$ cat src/rtl/stack_pkg.sv
// Shared opcode, error-cause and FSM encodings for the stack controller,
// plus the legality check applied when an opcode is accepted.
package stack_pkg;

    localparam int STACK_DEPTH = 4;

    typedef enum logic [2:0] {
        OP_NOP   = 3'd0,
        OP_PUSHI = 3'd1,
        OP_POP   = 3'd2,
        OP_DUP   = 3'd3,
        OP_ADD   = 3'd4,
        OP_SUB   = 3'd5,
        OP_AND   = 3'd6,
        OP_ILL   = 3'd7
    } opcode_e;

    typedef enum logic [1:0] {
        ERR_NONE = 2'b00,
        ERR_OVF  = 2'b01,
        ERR_UNF  = 2'b10,
        ERR_ILL  = 2'b11
    } err_code_e;

    typedef enum logic [1:0] {
        S_IDLE = 2'd0,
        S_EXEC = 2'd1,
        S_ERR  = 2'd2
    } state_e;

    // Overflow is tested before underflow so DUP on a full stack reports overflow.
    function automatic err_code_e check_op(input opcode_e op, input logic [2:0] depth);
        logic full;
        logic has1;
        logic has2;
        full = (depth >= 3'(STACK_DEPTH));
        has1 = (depth >= 3'd1);
        has2 = (depth >= 3'd2);
        case (op)
            OP_PUSHI:               check_op = full ? ERR_OVF : ERR_NONE;
            OP_DUP:                 check_op = full ? ERR_OVF : (!has1 ? ERR_UNF : ERR_NONE);
            OP_POP:                 check_op = !has1 ? ERR_UNF : ERR_NONE;
            OP_ADD, OP_SUB, OP_AND: check_op = !has2 ? ERR_UNF : ERR_NONE;
            OP_ILL:                 check_op = ERR_ILL;
            default:                check_op = ERR_NONE;
        endcase
    endfunction

endpackage

$ cat src/rtl/stack_alu.sv
// Combinational two-operand datapath for ADD/SUB/AND on the top two stack entries.
module stack_alu
    import stack_pkg::*;
#(
    parameter int N = 16
) (
    input  logic [2:0]   op,
    input  logic [N-1:0] qtop,
    input  logic [N-1:0] qnext,
    output logic [N-1:0] res
);

    // Operand order is second-entry OP top, results wrap modulo 2^N.
    always_comb begin
        res = '0;
        case (opcode_e'(op))
            OP_ADD:  res = qnext + qtop;
            OP_SUB:  res = qnext - qtop;
            OP_AND:  res = qnext & qtop;
            default: res = '0;
        endcase
    end

endmodule

$ cat src/rtl/stack_ctrl.sv
// Opcode-driven controller for an external 4-entry stack: one op per two
// cycles, strobes only in EXEC, sticky error state until reset.
module stack_ctrl
    import stack_pkg::*;
#(
    parameter int N = 16
) (
    input  logic         clk,
    input  logic         rst_n,
    input  logic         op_valid,
    input  logic [2:0]   op,
    input  logic [N-1:0] imm,
    output logic         op_ready,
    input  logic [N-1:0] qtop,
    input  logic [N-1:0] qnext,
    output logic         load,
    output logic         push,
    output logic         pop,
    output logic [N-1:0] d,
    output logic [2:0]   depth,
    output logic         err,
    output logic [1:0]   err_code,
    output logic [1:0]   state_dbg
);

    // Handshake: an opcode (with imm) transfers on a rising edge where
    // op_valid && op_ready. op_ready depends only on state, never on op_valid,
    // and an offer made while op_ready is low is dropped, not buffered.

    state_e    state_q, state_d;
    opcode_e   op_q;
    logic [N-1:0] imm_q;
    logic [2:0]   depth_q, depth_d;
    logic         err_q;
    err_code_e    code_q;
    err_code_e    acc_code;
    logic         accept;
    logic [N-1:0] alu_res;

    stack_alu #(.N(N)) u_alu (
        .op    (op_q),
        .qtop  (qtop),
        .qnext (qnext),
        .res   (alu_res)
    );

    assign accept   = op_valid && (state_q == S_IDLE);
    assign acc_code = check_op(opcode_e'(op), depth_q);

    always_ff @(posedge clk or negedge rst_n) begin
        if (!rst_n) begin
            state_q <= S_IDLE;
        end else begin
            state_q <= state_d;
        end
    end

    always_ff @(posedge clk or negedge rst_n) begin
        if (!rst_n) begin
            op_q    <= OP_NOP;
            imm_q   <= '0;
            depth_q <= 3'd0;
            err_q   <= 1'b0;
            code_q  <= ERR_NONE;
        end else begin
            depth_q <= depth_d;
            if (accept) begin
                if (acc_code == ERR_NONE) begin
                    op_q  <= opcode_e'(op);
                    imm_q <= imm;
                end else begin
                    err_q  <= 1'b1;
                    code_q <= acc_code;
                end
            end
        end
    end

    always_comb begin
        state_d  = state_q;
        depth_d  = depth_q;
        op_ready = 1'b0;
        load     = 1'b0;
        push     = 1'b0;
        pop      = 1'b0;
        d        = '0;
        case (state_q)
            S_IDLE: begin
                op_ready = 1'b1;
                if (op_valid) begin
                    state_d = (acc_code == ERR_NONE) ? S_EXEC : S_ERR;
                end
            end
            S_EXEC: begin
                state_d = S_IDLE;
                case (op_q)
                    OP_PUSHI: begin
                        load    = 1'b1;
                        push    = 1'b1;
                        d       = imm_q;
                        depth_d = depth_q + 3'd1;
                    end
                    OP_POP: begin
                        pop     = 1'b1;
                        depth_d = depth_q - 3'd1;
                    end
                    OP_DUP: begin
                        push    = 1'b1;
                        depth_d = depth_q + 3'd1;
                    end
                    OP_ADD, OP_SUB, OP_AND: begin
                        load    = 1'b1;
                        pop     = 1'b1;
                        d       = alu_res;
                        depth_d = depth_q - 3'd1;
                    end
                    default: begin
                        depth_d = depth_q;
                    end
                endcase
            end
            S_ERR: begin
                state_d = S_ERR;
            end
            default: begin
                state_d = S_IDLE;
            end
        endcase
    end

    assign depth     = depth_q;
    assign err       = err_q;
    assign err_code  = code_q;
    assign state_dbg = state_q;

endmodule

$ cat config.mk
export PLATFORM = sky130hd
export DESIGN_NAME = stack_ctrl
export DESIGN_NICKNAME = d
export VERILOG_FILES = /design/src/rtl/stack_pkg.sv /design/src/rtl/stack_alu.sv /design/src/rtl/stack_ctrl.sv
export SDC_FILE = /design/constraint.sdc
export NUM_CORES = 1
export LEC_CHECK = 0
export BUFFER_PORTS_ARGS = -buffer_cell sky130_fd_sc_hd__buf_2
export CORE_MARGIN = 3
export CORE_UTILIZATION = 31
export CTS_BUF_LIST = sky130_fd_sc_hd__clkbuf_8
export CTS_CLUSTER_DIAMETER = 150
export DETAILED_ROUTE_END_ITERATION = 10
export PLACE_DENSITY = 0.56
export SLEW_MARGIN = 20
export SYNTH_ARGS = -nofsm -noshare
export SYNTH_HDL_FRONTEND = slang
export SYNTH_SLANG_ARGS = --single-unit
$ cat constraint.sdc
create_clock -name clk -period 4.6 [get_ports clk]
set_clock_uncertainty 0.1 [all_clocks]
set_input_delay 0.92 -clock clk [delete_from_list [all_inputs] [get_ports clk]]
set_output_delay 0.92 -clock clk [all_outputs]
set_load 0.01 [all_outputs]
==> metrics.md, run 1 <==
| Metric | Value |
|---|---|
| Vias in the first global route | `2606` |
| Hold path start | `err_code[1]$_DFFE_PN0P_` |
| Async set or reset register ratio after synthesis | `100%` |
| Worst hold endpoint | `err_code[1]$_DFFE_PN0P_` |
| Mean Syn Cell Area | `8.88 um2` |
| FF-to-FF setup slack | `2.38 ns` |
| RSZ-0062 raised after global routing | `yes` |
| DR vias | `2635` |
| Distinct cells, synth | `46` |
| GR Util met1 | `21.9%` |
| Reg power frac | `40.0%` |
| Busiest grt layer | `met2` |
| Initial antenna violation count | `0` |
| Slew of the pin with the lowest slew margin | `0.641 ns` |
| Critical path startpoint category | `input port` |
| Layout Cells excl Fill | `512` |
| Worst-path cell chain | `buf_8 -> inv_4 -> ha_4 -> nor2b_4 -> nand2_2 -> or4_4 -> o31ai_4 -> xor2_1 -> ha_1 -> a21o_1 -> a211o_1 -> o22ai_1 -> a21oi_1 -> xnor2_1 -> o22ai_1 -> buf_2` |
| Final min period | `4.61 ns` |
| Total gr overflow | `0` |
| Routed len/inst | `15.5 um` |
| Synth top cells by count | `30 x a21oi_1, 27 x dfrtp_1, 26 x nor2_1` |
| # DRC | `0` |
| Share of cells above drive strength 1 | `38.3%` |
| Final-report setup violation count | `1` |
| Crit-path max FO | `3` |
| Starting Density | `32.4%` |
| Nets | `484` |
| Syn Nets | `380` |
| Largest net degree at the start of global routing | `28` |
| PnR worst setup slack | `-0.0144 ns` |
| Total power per unit cell area | `194 nW/um2` |
| Sequential Area | `676 um2` |
| Max transition margin | `57.3%` |
| First-pass GRT wire length | `12900 um` |
| Tot GR Track Use | `16.1%` |
| Worst path bufs/invs | `3` |
| Worst path required time | `3.58 ns` |
| Fillcell total | `900` |
| RD Place Congestion | `0.921` |
| Predominant post-synthesis flop cell | `dfrtp_1` |
| Logic pwr share | `41.0%` |
| Reg2reg end | `imm_q[13]$_DFFE_PN0P_` |
| Pre-antenna DRT Iters | `4` |
| Met2 Use GR | `27.2%` |
| # IOs | `82` |
| Total net switching power | `0.230 mW` |
| Max-slew violations | `0` |
| R2R cell count | `9` |
| Chip Width | `99.3 um` |
| Switching part of the total | `33.3%` |
| Int Pwr | `0.460 mW` |
| H-tree depth | `1` |
| HP Class | `flip-flop to flip-flop` |
| Top cells by area, synth | `dfrtp_1 25%, mux2_4 11%, ha_1 9.7%` |
| Mapped cell area | `2700 um2` |
| Yosys reg bits | `27` |
| Iteration-0 DRC count of the detailed router | `76` |
| Clk_lat worst skew | `0.27 ns` |
| CTS tree | `yes` |
| Core Area | `8340 um2` |
| Cell with the most instances after synthesis | `a21oi_1` |
| CTS Root Cell | `clkbuf_8` |
| CP max-delay cell | `or4_4` |
| Row Count | `33` |
| Post-DP HPWL | `6470 um` |
| Final-report hold violation count | `0` |
| Hold Crit Depth | `1` |
| Crit path largest cell delay | `0.47 ns` |
| Placed Cells | `505` |
| Post-synth top area cell | `dfrtp_1` |
| CTS sink cnt | `27` |
| Post-route ant nets | `0` |
| Chip Height | `99.3 um` |
| DRT Wirelength | `7940 um` |
| Total power | `0.689 mW` |
| Multi-input logic area | `1980 um2` |
| DR vias/cell | `5.15` |
| Worst-path clk slew | `0.09 ns` |
| Mapped Cells | `304` |
| Most frequent cell on the critical path | `o22ai_1` |
| Worst EP arrival | `3.59 ns` |
| Max Fclk | `217 MHz` |
| Status | `finished with violations` |
| Worst r2r src | `depth[1]$_DFFE_PN0P_` |
| Area Overhead vs Synth | `31.3%` |
| Yosys warnings | `0` |
| VDD IR max | `0.134 mV` |
| Clk buf depth | `2` |
| Clk pwr share | `19.0%` |
| Top delay family on crit path | `compound AO/OA/AOI/OAI gates` |
| Sequential share of the synthesized area | `25.0%` |
| Violations in the final reports | `setup timing` |
| Max Cap Violations | `0` |
| Number of synthesized flops with an enable pin | `0` |
| M3 GR Usage | `1.89%` |
| Antenna Cells | `0` |
| CTS Buf Count | `3` |
| Setup Crit Path Kind | `input port to output pin` |
| Leakage | `1.74 nW` |
| Final worst path period share | `100%` |
| PortBufs | `81` |
| Die Footprint | `9870 um2` |
| Post-synth top area share | `25.0%` |
| Worst Setup End Kind | `output pin` |
-- cells by family after synthesis --
logic type	count (synthesis)	share of synthesized area, %
AO/OA/AOI/OAI	90	22.7
AND/OR/NAND/NOR	90	16.9
XOR/XNOR	29	9.41
flip-flops	27	25.0
buffers and inverters	25	4.17
adder cells (fa/ha/maj)	22	10.5
multiplexers	21	11.4
-- state kept, by name, indices dropped and copies added, names as in the netlist --
signal	count
err	1
op_q	3
state_dbg	2
err_code	2
imm_q	16
depth	3
-- worst max-delay path by stage --
| stage | startpoint | to | slack, ns | cells after the start |
|---|---|---|---|---|
| finish | qtop[0] | d[15] | -0.01 | 16 |
| CTS | qtop[6] | d[15] | -0.02 | 14 |
| global route | qtop[0] | d[15] | -0.18 | 16 |
| detailed placement | qtop[1] | d[15] | -0.12 | 16 |
| global placement | qtop[1] | d[15] | -0.09 | 16 |
| floorplan | qtop[1] | d[15] | 0.02 | 15 |
-- power by group through the flow --
| stage | Sequential, mW | Combinational [mW] | Clock (mW) |
|---|---|---|---|
| after floorplan | 0.276 | 0.167 | 0 |
| after global placement | 0.279 | 0.264 | 0 |
| after detailed placement | 0.281 | 0.266 | 0 |
| after CTS | 0.276 | 0.275 | 0.136 |
| after global routing | 0.279 | 0.313 | 0.146 |
| final | 0.276 | 0.283 | 0.131 |
-- worst register-to-register path, stage by stage, from the launching register on --
cell and delay (ns):
dfrtp_1 0.45, inv_1 0.11, ha_1 0.19, inv_1 0.05, a21oi_1 0.06, o31ai_1 0.26, a21o_1 0.14, or2_1 0.09
buf_4 0.33, mux2_4 0.34
-- repair_timing --
item | CTS | global route
setup endpoints to repair | 4 | 6
buffers inserted | 2 | 1
hold buffers | 0 | 0
gates resized for setup | 15 | 14
pin swaps | 4 | 10
-- metrics by stage --
| stage | hold WS, ns | util [%] | worst slack [ns] | area (um2) | TNS (ns) |
|---|---|---|---|---|---|
| finish | 0.391 | 42.5 | -0.0144 | 3550 | -0.0144 |
| global route | 0.415 | 42.5 | -0.179 | 3550 | -0.269 |
| CTS | 0.394 | 41.9 | -0.0234 | 3490 | -0.0234 |
| detailed placement | 0.372 | 40.4 | -0.119 | 3370 | -0.246 |
| global placement | 0.353 | 40.4 | -0.0870 | 3370 | -0.146 |
| floorplan | 0.381 | - | 0.0212 | 2700 | 0 |
-- layout make-up --
type / count / area share [%]
multi-input combinational: 252 / 55.9
sequential: 27 / 19.1
timing repair buffer: 110 / 18.5
tap: 105 / 3.71
inverter: 14 / 1.62
clock buffer: 3 / 1.16
clock inverter: 1 / 0.106
-- layer usage --
metal,wire (um),vias up
met5,0,-
met4,104,0
met1,3780,1239
met2,3700,60
met3,351,11
li1,-,1325
-- placed cells by master (no fill, tap or decap), types with 2 or more instances in the layout --
| master | Yosys | final |
|---|---|---|
| or4_4 | 2 | 2 |
| nor2b_1 | 9 | 7 |
| o22ai_1 | 10 | 10 |
| nand3_1 | 2 | 2 |
| mux2_4 | 19 | 19 |
| clkbuf_8 | 0 | 3 |
| inv_1 | 14 | 13 |
| nand2b_1 | 7 | 7 |
| a32oi_1 | 14 | 14 |
| a21oi_1 | 30 | 27 |
| nand2_1 | 22 | 19 |
| and3_1 | 2 | 2 |
| xnor2_1 | 18 | 18 |
| o21ai_1 | 1 | 4 |
| o211ai_1 | 3 | 3 |
| a21o_1 | 5 | 5 |
| o21a_1 | 3 | 3 |
| buf_6 | 2 | 4 |
| ha_1 | 21 | 20 |
| o21ai_0 | 9 | 6 |
| buf_2 | 3 | 77 |
| nor2_1 | 26 | 26 |
| o31ai_1 | 4 | 3 |
| o31ai_2 | 2 | 2 |
| o32a_1 | 2 | 2 |
| nor3_1 | 9 | 8 |
| buf_4 | 0 | 28 |
| nand2_2 | 0 | 3 |
| xor2_1 | 11 | 11 |
| a21oi_2 | 0 | 3 |
| nand4_1 | 3 | 3 |
| inv_4 | 0 | 2 |
| dfrtp_1 | 27 | 27 |
Note: power is estimated with default switching activity, not from simulation.
==> inputs of run 2 (changes only) <==
- CORE_MARGIN: 3 -> 2
- CORE_UTILIZATION: 31 -> 45
- CTS_BUF_LIST: sky130_fd_sc_hd__clkbuf_8 -> sky130_fd_sc_hd__clkbuf_4 sky130_fd_sc_hd__clkbuf_8
- PLACE_DENSITY: 0.56 -> 0.75
==> metrics.md, run 2 (synthesized netlist as in run 1, its figures left out) <==
| Metric | Value |
|---|---|
| Starting Density | `46.2%` |
| Reg power frac | `40.2%` |
| Largest net degree at the start of global routing | `28` |
| Max-slew violations | `0` |
| Placed Cells | `468` |
| DR vias/cell | `5.59` |
| Worst path bufs/invs | `4` |
| Core Area | `5850 um2` |
| Initial antenna violation count | `0` |
| Layout Cells excl Fill | `476` |
| HP Class | `flip-flop to flip-flop` |
| Top delay family on crit path | `compound AO/OA/AOI/OAI gates` |
| Worst Setup End Kind | `output pin` |
| Worst-path cell chain | `buf_6 -> inv_2 -> ha_4 -> nor2b_4 -> nand2_2 -> or4_4 -> o31ai_4 -> xor2_1 -> ha_1 -> buf_4 -> a21o_1 -> a221oi_2 -> xor2_1 -> o22ai_1 -> buf_2` |
| Total gr overflow | `0` |
| Leakage | `1.71 nW` |
| Final min period | `4.63 ns` |
| CTS sink cnt | `27` |
| RSZ-0062 raised after global routing | `yes` |
| Status | `finished with violations` |
| Clk buf depth | `2` |
| Total power per unit cell area | `200 nW/um2` |
| First-pass GRT wire length | `11900 um` |
| Util after Layout | `59.1%` |
| Antenna Cells | `0` |
| Nets | `478` |
| FF-to-FF setup slack | `2.20 ns` |
| Int Pwr | `0.456 mW` |
| Share of cells above drive strength 1 | `37.9%` |
| Violations in the final reports | `setup timing` |
| Final-report hold violation count | `0` |
| Switching part of the total | `34.0%` |
| Post-route ant nets | `0` |
| Routed len/inst | `15.8 um` |
| Row Count | `28` |
| Placement Cell Area | `3280 um2` |
| Crit path largest cell delay | `0.47 ns` |
| Total power | `0.691 mW` |
| Pre-antenna DRT Iters | `4` |
| Chip Height | `81.5 um` |
| Setup Crit Path Kind | `input port to output pin` |
| Area Overhead vs Synth | `28.1%` |
| Worst-path clk slew | `0.09 ns` |
| Clk_lat worst skew | `0.28 ns` |
| Clk pwr share | `20.1%` |
| CTS tree | `yes` |
| Critical path startpoint category | `input port` |
| Tot GR Track Use | `23.0%` |
| Final worst path period share | `101%` |
| Max reg flops | `16` |
| Most common cell after layout, fill and taps aside | `buf_2` |
| Fin area | `3460 um2` |
| # DRC | `0` |
| Vias in the first global route | `2603` |
| PnR worst setup slack | `-0.0277 ns` |
| RD Place Congestion | `0.936` |
| H-tree depth | `1` |
| # IOs | `82` |
| Worst EP arrival | `3.61 ns` |
| Setup TNS | `-0.0307 ns` |
| Slew of the pin with the lowest slew margin | `0.809 ns` |
| Chip Width | `81.5 um` |
| VDD IR max | `0.209 mV` |
| DR vias | `2661` |
| Fillcell total | `525` |
| Max Cap Violations | `0` |
| Max transition margin | `45.7%` |
| Crit-path max FO | `8` |
| Logic pwr share | `39.7%` |
| Max Fclk | `216 MHz` |
| Most frequent cell on the critical path | `xor2_1` |
| CTS Buf Count | `3` |
| Total net switching power | `0.235 mW` |
| CP max-delay cell | `or4_4` |
| Worst path required time | `3.58 ns` |
| PortBufs | `81` |
| Post-DP HPWL | `5900 um` |
| Biggest register | `imm_q` |
| DRT Wirelength | `7510 um` |
| Iteration-0 DRC count of the detailed router | `166` |
| Die Footprint | `6640 um2` |
| Commonest non-fill, non-tap cells in the layout | `77 x buf_2, 28 x a21oi_1, 27 x dfrtp_1, 26 x nor2_1, 23 x buf_4` |
| CTS Root Cell | `clkbuf_8` |
| Final-report setup violation count | `2` |
run 2: cell types whose count changed in the layout (fill, tap and decap cells not counted), moves of 2 or more:
cell	before	now
inv_2	0	2
a21oi_2	3	1
buf_4	28	23
inv_4	2	0
run 2: what timing repair did:
action / in CTS / in global routing
hold buffers: 0 / 0
gates cloned: 0 / 0
gates resized for setup: 13 / 14
buffers inserted: 3 / 1
pin swaps: 5 / 7
setup endpoints to repair: 4 / 6
run 2: cell type report:
| cell class | instances | area [um2] | area share, % |
|---|---|---|---|
| Timing Repair Buffer | 104 | 607 | 17.5 |
| Clock inverter | 1 | 7.51 | 0.217 |
| Sequential cell | 27 | 676 | 19.5 |
| Clock buffer | 3 | 41.3 | 1.19 |
| Tap cell | 75 | 93.8 | 2.71 |
| Multi-Input combinational cell | 252 | 1980 | 57.3 |
| Inverter | 14 | 52.6 | 1.52 |
run 2: per-stage QoR:
step	worst slack (ns)	hold WS, ns
2_1_floorplan	0.0212	0.381
3_3_place_gp	-0.112	0.354
3_5_place_dp	-0.201	0.361
4_1_cts	-0.0384	0.391
5_1_grt	-0.148	0.411
6_report	-0.0277	0.388
run 2: per-layer routing:
| metal | routed length (um) | vias to the layer above | share of wire [%] | track usage [%] |
|---|---|---|---|---|
| met3 | 465 | 13 | 6.2 | 3.41 |
| li1 | - | 1306 | - | - |
| met2 | 3660 | 97 | 49 | 38.8 |
| met4 | 129 | 0 | 1.7 | 8.81 |
| met5 | 0 | - | 0 | 0 |
| met1 | 3250 | 1245 | 43 | 29.8 |
run 2: final timing paths:
check	startpoint	to	depth (start not counted)
worst max-delay path	qtop[1]	d[14]	15
worst min-delay path	err_code[1]$_DFFE_PN0P_	err_code[1]$_DFFE_PN0P_	1
worst max register to register	depth[1]$_DFFE_PN0P_	imm_q[0]$_DFFE_PN0P_	8
worst min register to register	err_code[1]$_DFFE_PN0P_	err_code[1]$_DFFE_PN0P_	1
max in group asynchronous	rst_n	depth[0]$_DFFE_PN0P_	1
min in group asynchronous	rst_n	err_code[1]$_DFFE_PN0P_	1
run 2: power by group through the flow:
stage	clock network, mW	logic [mW]	registers, mW
after detailed placement	0	0.259	0.281
after global routing	0.154	0.302	0.281
after global placement	0	0.251	0.281
after CTS	0.142	0.266	0.277
final	0.139	0.275	0.278
after floorplan	0	0.167	0.276
==> inputs of run 3 (changes only) <==
- REMOVE_ABC_BUFFERS: not set -> 1
==> metrics.md, run 3 (synthesized netlist as in run 1, its figures left out) <==
| Metric | Value |
|---|---|
| Status | `finished with violations` |
| Violations in the final reports | `setup timing` |
| Share of cells above drive strength 1 | `38.4%` |
| CTS Root Cell | `clkbuf_8` |
| RSZ-0062 raised after global routing | `yes` |
| CTS sink cnt | `27` |
| Core Area | `5850 um2` |
| Nets | `483` |
| Final worst path period share | `102%` |
| Leakage | `1.74 nW` |
| HP Class | `flip-flop to flip-flop` |
| Setup Crit Path Kind | `input port to output pin` |
| PnR worst setup slack | `-0.0766 ns` |
| Max reg flops | `16` |
| Most common cell after layout, fill and taps aside | `buf_2` |
| Final min period | `4.68 ns` |
| Row Count | `28` |
| Worst path required time | `3.58 ns` |
| Final-report hold violation count | `0` |
| Cts hold-fix bufs | `0` |
| Area Overhead vs Synth | `29.9%` |
| RD Place Congestion | `0.982` |
| Die Footprint | `6640 um2` |
| # DRC | `0` |
| Post-route ant nets | `0` |
| Chip Width | `81.5 um` |
| Commonest non-fill, non-tap cells in the layout | `78 x buf_2, 29 x a21oi_1, 27 x dfrtp_1, 26 x nor2_1, 26 x buf_4` |
| Worst-path clk slew | `0.09 ns` |
| Biggest register | `imm_q` |
| DR vias/cell | `5.69` |
| First-pass GRT wire length | `12100 um` |
| Clk_lat worst skew | `0.27 ns` |
| CTS tree | `yes` |
| Vias in the first global route | `2584` |
| Clk buf depth | `2` |
| Max transition margin | `49.6%` |
| Worst r2r src | `depth[1]$_DFFE_PN0P_` |
| Iteration-0 DRC count of the detailed router | `149` |
| Total power | `0.689 mW` |
| Tot GR Track Use | `23.4%` |
| Largest net degree at the start of global routing | `28` |
| Starting Density | `46.2%` |
| Placement Cell Area | `3320 um2` |
| Pre-antenna DRT Iters | `4` |
| Pre-CTS worst setup slack | `-0.169 ns` |
| Reg2reg end | `imm_q[4]$_DFFE_PN0P_` |
| Fin area | `3510 um2` |
| Final-report setup violation count | `1` |
| DR vias | `2735` |
| VDD IR max | `0.153 mV` |
| FF-to-FF setup slack | `2.08 ns` |
| Worst Setup End Kind | `output pin` |
| Total power per unit cell area | `197 nW/um2` |
| Max-slew violations | `0` |
| Critical path startpoint category | `input port` |
| Max Fclk | `214 MHz` |
| Crit-path max FO | `3` |
| H-tree depth | `1` |
| Fin Hold WS | `0.389 ns` |
| Hold Crit Depth | `1` |
| Antenna Cells | `0` |
| Initial antenna violation count | `0` |
| CTS Buf Count | `3` |
| # IOs | `82` |
| Chip Height | `81.5 um` |
| Slew of the pin with the lowest slew margin | `0.755 ns` |
| Fillcell total | `550` |
| Worst EP arrival | `3.66 ns` |
| Crit path from | `qtop[6]` |
| Critical path endpoint | `d[15]` |
| DRT Wirelength | `7640 um` |
| Max Cap Violations | `0` |
| PortBufs | `81` |
| Total gr overflow | `0` |
| Routed len/inst | `15.9 um` |
| R2R cell count | `9` |
| Post-DP HPWL | `5970 um` |
run 3: cell types whose count changed in the layout (fill, tap and decap cells not counted), sizes merged:
| cell | before | now |
|---|---|---|
| buf | 104 | 109 |
| clkinv | 0 | 1 |
| clkinvlp | 1 | 0 |
run 3: layout make-up:
class | instances | area, um2 | area share, %
clock inverters | 1 | 5.00 | 0.143
well taps | 75 | 93.8 | 2.68
inverters | 14 | 52.6 | 1.50
repair buffers | 109 | 649 | 18.5
multi-input cells | 252 | 1990 | 56.7
flip-flops and latches | 27 | 676 | 19.3
clock buffers | 3 | 41.3 | 1.18
run 3: through the flow:
stage,utilization [%],instances,TNS (ns)
final,59.9,481,-0.0766
after global routing,59.9,481,-0.402
after CTS,58.7,479,-0.0618
after detailed placement,56.7,472,-0.290
after global placement,56.5,471,-0.226
after floorplan,-,293,0
run 3: layer usage:
metal | track usage, % | vias up | routed length (um)
met5 | 0 | - | 0
met2 | 39.4 | 100 | 3680
met3 | 2.64 | 4 | 476
met1 | 32.5 | 1314 | 3450
met4 | 4.92 | 0 | 39
li1 | - | 1317 | -
run 3: what timing repair did:
item,CTS,global route
pin swaps,2,3
setup endpoints to repair,4,6
setup buffers,3,2
resized for setup,14,13
cloned,0,0
run 3: worst max-delay path: stages:
cell	delay (ns)
buf_8	0.10
nor4_4	0.33
nand2_2	0.10
or4_4	0.46
o31ai_4	0.19
xor2_1	0.17
ha_1	0.27
a21o_1	0.17
a211o_1	0.30
o22ai_1	0.13
a21oi_1	0.07
xnor2_1	0.15
o22ai_1	0.13
buf_2	0.17
run 3: worst min path at each step:
| stage | from | end |
|---|---|---|
| floorplan | imm_q[2]$_DFFE_PN0P_ | imm_q[2]$_DFFE_PN0P_ |
| global placement | err$_DFFE_PN0P_ | err$_DFFE_PN0P_ |
| detailed placement | err$_DFFE_PN0P_ | err$_DFFE_PN0P_ |
| CTS | err$_DFFE_PN0P_ | err$_DFFE_PN0P_ |
| global route | err$_DFFE_PN0P_ | err$_DFFE_PN0P_ |
| finish | err$_DFFE_PN0P_ | err$_DFFE_PN0P_ |
run 3: power by group:
group | switching, mW | internal (mW) | leakage (nW) | total, mW
combinational | 0.139 | 0.138 | 1.35 | 0.278
sequential | 0.0195 | 0.258 | 0.357 | 0.278
clock | 0.0731 | 0.0607 | 0.0255 | 0.134
total | 0.232 | 0.457 | 1.74 | 0.689
